## config.mk

```make
export PLATFORM = sky130hd
export DESIGN_NAME = sr_flag_arbiter
export DESIGN_NICKNAME = d
export VERILOG_FILES = /design/src/rtl/sr_arb_pkg.sv /design/src/rtl/sr_flag_cell.sv /design/src/rtl/sr_flag_arbiter.sv
export SDC_FILE = /design/constraint.sdc
export NUM_CORES = 1
export LEC_CHECK = 0
export ABC_AREA = 1
export BUFFER_PORTS_ARGS = -buffer_cell sky130_fd_sc_hd__buf_2
export CORE_MARGIN = 3
export CORE_UTILIZATION = 38
export DETAILED_ROUTE_END_ITERATION = 8
export GPL_ROUTABILITY_DRIVEN = 0
export SKIP_CTS_REPAIR_TIMING = 1
export SYNTH_ARGS = -nofsm -noshare
export SYNTH_HDL_FRONTEND = slang
export SYNTH_SLANG_ARGS = --single-unit
```

## constraint.sdc

```tcl
create_clock -name clk -period 2.93 [get_ports clk]
set_input_delay 0.879 -clock clk [delete_from_list [all_inputs] [get_ports clk]]
set_output_delay 0.879 -clock clk [all_outputs]
set_load 0.005 [all_outputs]
```

## src/rtl/sr_arb_pkg.sv

```systemverilog
// ---------------------------------------------------------------------------
// sr_arb_pkg
// Shared definitions for the SR flag arbiter slice.
//   CMD_SET / CMD_CLR : encoding of a requester's cmd_set bit.
//   clog2             : ceiling log2, used to size the pointer and to check
//                       that the flag index field can address every flag.
//   params_ok         : legal-range check for the arbiter parameters.
// ---------------------------------------------------------------------------
package sr_arb_pkg;

    localparam logic CMD_SET = 1'b1;
    localparam logic CMD_CLR = 1'b0;

    localparam int N_REQ_MIN  = 2;
    localparam int N_REQ_MAX  = 8;
    localparam int N_FLAG_MIN = 1;
    localparam int N_FLAG_MAX = 16;

    // Ceiling log2; clog2(1) = 0, clog2(5) = 3.
    function automatic int clog2(input int value);
        for (int i = 0; i < 31; i++) begin
            if ((1 << i) >= value) begin
                return i;
            end
        end
        return 31;
    endfunction

    // True when the requester count, flag count and index width are usable.
    function automatic bit params_ok(input int n_req, input int n_flag, input int idxw);
        return (n_req >= N_REQ_MIN) && (n_req <= N_REQ_MAX) &&
               (n_flag >= N_FLAG_MIN) && (n_flag <= N_FLAG_MAX) &&
               (idxw >= 1) && (idxw >= clog2(n_flag)) && (idxw <= 8);
    endfunction

endpackage

```

## src/rtl/sr_flag_cell.sv

```systemverilog
// ---------------------------------------------------------------------------
// sr_flag_cell
// One clocked SR status flag.
//   clk   : rising-edge clock
//   rst   : asynchronous active-high reset, clears q
//   s     : set pulse   (q <= 1 on the next edge)
//   r     : reset pulse (q <= 0 on the next edge)
//   q     : flag state
//   q_bar : complement of q
// s and r together hold the current state; the arbiter never drives that
// combination, the hold is only a safe fallback.
// ---------------------------------------------------------------------------
module sr_flag_cell (
    input  logic clk,
    input  logic rst,
    input  logic s,
    input  logic r,
    output logic q,
    output logic q_bar
);

    logic q_reg;

    always_ff @(posedge clk or posedge rst) begin
        if (rst) begin
            q_reg <= 1'b0;
        end else if (s && !r) begin
            q_reg <= 1'b1;
        end else if (r && !s) begin
            q_reg <= 1'b0;
        end
    end

    assign q     = q_reg;
    assign q_bar = ~q_reg;

endmodule

```

## src/rtl/sr_flag_arbiter.sv

```systemverilog
// ---------------------------------------------------------------------------
// sr_flag_arbiter
// Round-robin arbiter sharing a bank of SR flag cells among N_REQ
// requesters. One request is granted per cycle; the grant is turned into a
// registered single-cycle S or R pulse on the addressed cell.
//   clk     : rising-edge clock
//   rst     : asynchronous active-high reset
//   req     : per-requester request, held until acked
//   cmd_set : per-requester command, 1 = set flag, 0 = clear flag
//   idx     : per-requester flag index, requester i uses [i*IDXW +: IDXW]
//   ack     : combinational one-hot grant (zero while rst is high)
//   flag_s  : registered set pulses to the cell bank
//   flag_r  : registered reset pulses to the cell bank
//   q       : flag states
//   q_bar   : complemented flag states
//   err     : registered one-cycle pulse for a grant with idx >= N_FLAG
// ---------------------------------------------------------------------------
module sr_flag_arbiter
    import sr_arb_pkg::*;
#(
    parameter int N_REQ  = 4,
    parameter int N_FLAG = 8,
    parameter int IDXW   = 3
) (
    input  logic                  clk,
    input  logic                  rst,
    input  logic [N_REQ-1:0]      req,
    input  logic [N_REQ-1:0]      cmd_set,
    input  logic [N_REQ*IDXW-1:0] idx,
    output logic [N_REQ-1:0]      ack,
    output logic [N_FLAG-1:0]     flag_s,
    output logic [N_FLAG-1:0]     flag_r,
    output logic [N_FLAG-1:0]     q,
    output logic [N_FLAG-1:0]     q_bar,
    output logic                  err
);

    localparam int PTRW = (clog2(N_REQ) < 1) ? 1 : clog2(N_REQ);

    // Elaboration-time guard on the parameter set.
    if (!params_ok(N_REQ, N_FLAG, IDXW)) begin : g_param_check
        $error("sr_flag_arbiter: illegal parameters N_REQ=%0d N_FLAG=%0d IDXW=%0d",
               N_REQ, N_FLAG, IDXW);
    end

    // -----------------------------------------------------------------------
    // State
    // -----------------------------------------------------------------------
    logic [PTRW-1:0]   ptr_reg;
    logic [PTRW-1:0]   ptr_next;
    logic [N_FLAG-1:0] flag_s_reg;
    logic [N_FLAG-1:0] flag_r_reg;
    logic              err_reg;

    logic [N_FLAG-1:0] flag_s_next;
    logic [N_FLAG-1:0] flag_r_next;
    logic              err_next;

    // -----------------------------------------------------------------------
    // Per-requester views
    // -----------------------------------------------------------------------
    logic [IDXW-1:0] req_idx [N_REQ];
    // cand[k] is the requester examined k-th when searching from ptr_reg.
    logic [PTRW-1:0] cand    [N_REQ];

    for (genvar gi = 0; gi < N_REQ; gi++) begin : g_req
        assign req_idx[gi] = idx[gi*IDXW +: IDXW];
        assign cand[gi]    = PTRW'((int'(ptr_reg) + gi) % N_REQ);
    end

    // -----------------------------------------------------------------------
    // Round-robin search: first requesting candidate starting at ptr_reg.
    // -----------------------------------------------------------------------
    logic            grant_any;
    logic [PTRW-1:0] win;

    always_comb begin
        grant_any = 1'b0;
        win       = '0;
        for (int k = 0; k < N_REQ; k++) begin
            if (!grant_any && req[cand[k]]) begin
                grant_any = 1'b1;
                win       = cand[k];
            end
        end
    end

    // Reset is asynchronous, so the grant is gated by it combinationally:
    // nothing may be acked while the registers are being held clear.
    logic grant_valid;
    assign grant_valid = grant_any && !rst;

    for (genvar gi = 0; gi < N_REQ; gi++) begin : g_ack
        assign ack[gi] = grant_valid && (win == PTRW'(gi));
    end

    // -----------------------------------------------------------------------
    // Winner's command decode
    // -----------------------------------------------------------------------
    logic            win_cmd;
    logic [IDXW-1:0] win_idx;
    logic            in_range;

    assign win_cmd  = cmd_set[win];
    assign win_idx  = req_idx[win];
    assign in_range = int'(win_idx) < N_FLAG;

    // Only one flag can match win_idx and win_cmd selects exactly one of
    // S or R, so S and R can never be set together nor on two cells.
    for (genvar gi = 0; gi < N_FLAG; gi++) begin : g_decode
        logic hit;
        assign hit             = grant_valid && in_range && (int'(win_idx) == gi);
        assign flag_s_next[gi] = hit && (win_cmd == CMD_SET);
        assign flag_r_next[gi] = hit && (win_cmd == CMD_CLR);
    end

    assign err_next = grant_valid && !in_range;
    assign ptr_next = (int'(win) == N_REQ - 1) ? '0 : win + PTRW'(1);

    // -----------------------------------------------------------------------
    // Pulse and pointer registers. Pulses last exactly one cycle because
    // they are reloaded from the decode every cycle (zero when idle).
    // -----------------------------------------------------------------------
    always_ff @(posedge clk or posedge rst) begin
        if (rst) begin
            ptr_reg    <= '0;
            flag_s_reg <= '0;
            flag_r_reg <= '0;
            err_reg    <= 1'b0;
        end else begin
            flag_s_reg <= flag_s_next;
            flag_r_reg <= flag_r_next;
            err_reg    <= err_next;
            if (grant_valid) begin
                ptr_reg <= ptr_next;
            end
        end
    end

    assign flag_s = flag_s_reg;
    assign flag_r = flag_r_reg;
    assign err    = err_reg;

    // -----------------------------------------------------------------------
    // Flag cell bank
    // -----------------------------------------------------------------------
    for (genvar gi = 0; gi < N_FLAG; gi++) begin : g_cell
        sr_flag_cell u_cell (
            .clk   (clk),
            .rst   (rst),
            .s     (flag_s_reg[gi]),
            .r     (flag_r_reg[gi]),
            .q     (q[gi]),
            .q_bar (q_bar[gi])
        );
    end

endmodule

```

==> key figures <==
Logic synthesis
  • Post-synth ARST share: 100%
  • Syn_nets: 303
  • EDFF count, synth: 0
  • Ys Warns: 0
  • Adder-Cell Fraction of Synth Area: 7.75%
  • Compound-Gate Fraction of Synth Area: 3.49%
  • Synth Area in XOR/XNOR: 0%
  • Post-synthesis register bit count: 26
  • Synth Instances: 269
  • Synth top cells by count: 61 x nand2_1, 37 x inv_1, 35 x nor2_1
  • Simple-Gate Fraction of Synth Area: 32.5%
  • Synth top area cells: dfrtp_1 34%, buf_4 13%, nand2_1 12%, ha_1 7.7%, inv_1 7.2%
  • Largest family of logic cells by synthesized area: simple AND/OR/NAND/NOR gates
  • Most frequent cell after synthesis: nand2_1
  • Cell taking the most area after synthesis: dfrtp_1
  • Multiplexer share of the synthesized area: 0%
  • Top FF cell, synth: dfrtp_1
  • Sequential-to-total area share from yosys stat: 33.6%
  • Cell variety after synth: 21
  • Syn Area/Cell: 7.20 um^2
  • Mapped Area: 1940 um^2
  • Share of the synthesized area in the top cell type: 33.6%

Worst setup path
  • Crit-path max FO: 6
  • Reg2reg setup slack: 0.70 ns
  • Worst Path Buf+Inv: 5
  • CP Launch Type: input pin
  • CP peak stage delay: 0.15 ns
  • Cell breakdown of the critical path: buf_8, inv_6, nand2_4, nand3_4, nand2_4, nor2_4, nand3_2, nand3_2, nand2_4, inv_6, ha_4, inv_2, nor2_1, buf_2
  • CP Capture Type: output pin
  • Max stage delay cell, worst path: nor2_4
  • Cell mode on critical path: nand2_4
  • Setup CP Type: input pin to output pin
  • CP delay by family, top: simple AND/OR/NAND/NOR gates
  • Crit path DAT: 2.13 ns
  • CP Data Required Time: 2.05 ns

Clock tree
  • Clock slew at reported path FFs: 0.08 ns
  • Clock insertion delay at the later pin of the skew report: 0.26 ns
  • Max clock buf depth: 2
  • CTS H-tree lvls: 1
  • Root Buffer: clkbuf_8
  • Clock sink total: 26
  • TritonCTS clock tree: built
  • Num CTS Buffers: 3

Final layout
  • Nets: 348
  • Layout cells sized above 1: 44.1%
  • Area grow syn2layout: 26.8%
  • Diodes inserted: 0
  • Core Util, Final: 51.0%

Timing
  • Clock skew: 0.00327 ns
  • Fin. Hold Viols: 0
  • RSZ-0062 raised after global routing: yes
  • Setup WS post-layout: -0.0764 ns
  • Fin Setup TNS: -0.233 ns
  • Tmin final: 3.01 ns
  • Final max-slew violation count: 0
  • Max Clock Freq: 0.333 GHz
  • Final period util: 103%
  • Final Setup Violations: 4
  • Fin Hold WS: 0.528 ns

Floorplanning
  • DIE AREA: 5990 um^2
  • Initial Utilization: 40.2%
  • Core region area: 4820 um^2
  • Die width: 77.4 um
  • Io pins: 59
  • # rows: 25
  • Chip height: 77.4 um

Drt
  • DR pass1 iterations: 4
  • Routed len/inst: 10.2 um
  • Post-Route WL: 3890 um
  • Number of DRC markers in iteration 0: 50
  • DRC errors left: 0
  • Via count: 1,656
  • Avg Vias per Cell: 4.36
  • DRT antenna net count: 0

Global routing
  • Global-route wire length before repair: 6350 um
  • Initial antenna violation count: 0
  • Vias in the first global route: 1,461
  • Gr usage total: 12.6%
  • Total gr overflow: 0
  • Largest net degree at the start of global routing: 27

Placement
  • HPWL Detailed: 2970 um
  • Port Buffer Count: 57

Run status
  • Failing checks: negative setup slack
  • Status: finished, violations left

Job
  • Maxcap violations: 0

Min path
  • HP Class: flip-flop to flip-flop
==> metal layers <==
layer	up-vias	global-route usage (%)	wire length, um
met2	52	20.1	1860
met3	2	1.74	221
li1	881	-	-
met4	0	3.74	28
met5	-	0	0
met1	721	17.9	1780
==> path summary, 6_finish.rpt <==
path                       depth (start not counted)                             end                      startpoint
setup / recovery                                  14                          ack[2]                          req[2]
hold / removal                                     2  g_cell[0].u_cell.q$_DFFE_PP0P_  g_cell[0].u_cell.q$_DFFE_PP0P_
setup reg to reg                                  17             flag_s[3]$_DFF_PP0_          ptr_reg[0]$_DFFE_PP0N_
hold reg to reg                                    2  g_cell[0].u_cell.q$_DFFE_PP0P_  g_cell[0].u_cell.q$_DFFE_PP0P_
max in group asynchronous                          3          ptr_reg[1]$_DFFE_PP0N_                             rst
min in group asynchronous                          3          ptr_reg[0]$_DFFE_PP0N_                             rst
==> final cells by class <==
class	count	area [um^2]
well taps	67	83.8
clock inverters	1	30.0
fillers	498	2360
repair buffers	76	460
inverters	42	173
clock buffers	3	41.3
multi-input cells	165	1020
flip-flops and latches	26	652
==> worst reg2reg max path, stage by stage, from the launching register on <==
cell and delay, ns:
dfrtp_1 0.41, inv_2 0.23, nand2_1 0.10, nand2_2 0.12, nand2_1 0.06, nand2_1 0.08
nand2_2 0.08, nand3_2 0.09, nand3_4 0.13, buf_4 0.16, buf_4 0.15, nand2_2 0.06
nand2_1 0.05, nand2_1 0.05, nand2_1 0.07, nor2_2 0.15, nand2_1 0.10, nor2_1 0.10
==> cells by family after synthesis <==
logic type | count (synthesis)
flip-flops | 26
AO/OA/AOI/OAI | 13
adder cells (fa/ha/maj) | 12
buffers and inverters | 78
other | 1
AND/OR/NAND/NOR | 139
==> layout by cell type, fill, tap and decap left out <==
cell        n
a21oi_1     9
buf_2      53
buf_4      19
buf_6       2
buf_8       2
bufinv_16   1
clkbuf_8    3
conb_1      1
dfrtp_1    25
dfrtp_2     1
ha_1        9
ha_4        3
inv_1      30
inv_2       8
inv_4       2
inv_6       2
nand2_1    45
nand2_2    23
nand2_4     5
nand3_1     9
nand3_2     6
nand3_4     4
nand4_1     9
nor2_1     34
nor2_2      3
nor2_4      1
o211ai_1    1
o21ai_0     3
==> stage by stage <==
| stage | cells | area [um^2] | worst slack [ns] |
|---|---|---|---|
| after floorplan | 269 | 1940 | 0.0660 |
| after global placement | 371 | 2140 | -0.168 |
| after detailed placement | 371 | 2140 | -0.204 |
| after CTS | 375 | 2210 | -0.210 |
| after global routing | 380 | 2460 | -0.189 |
| final | 380 | 2460 | -0.0764 |
Power is not shown: default switching activity piles up to over one toggle a cycle in this logic, so the estimate is an artifact.
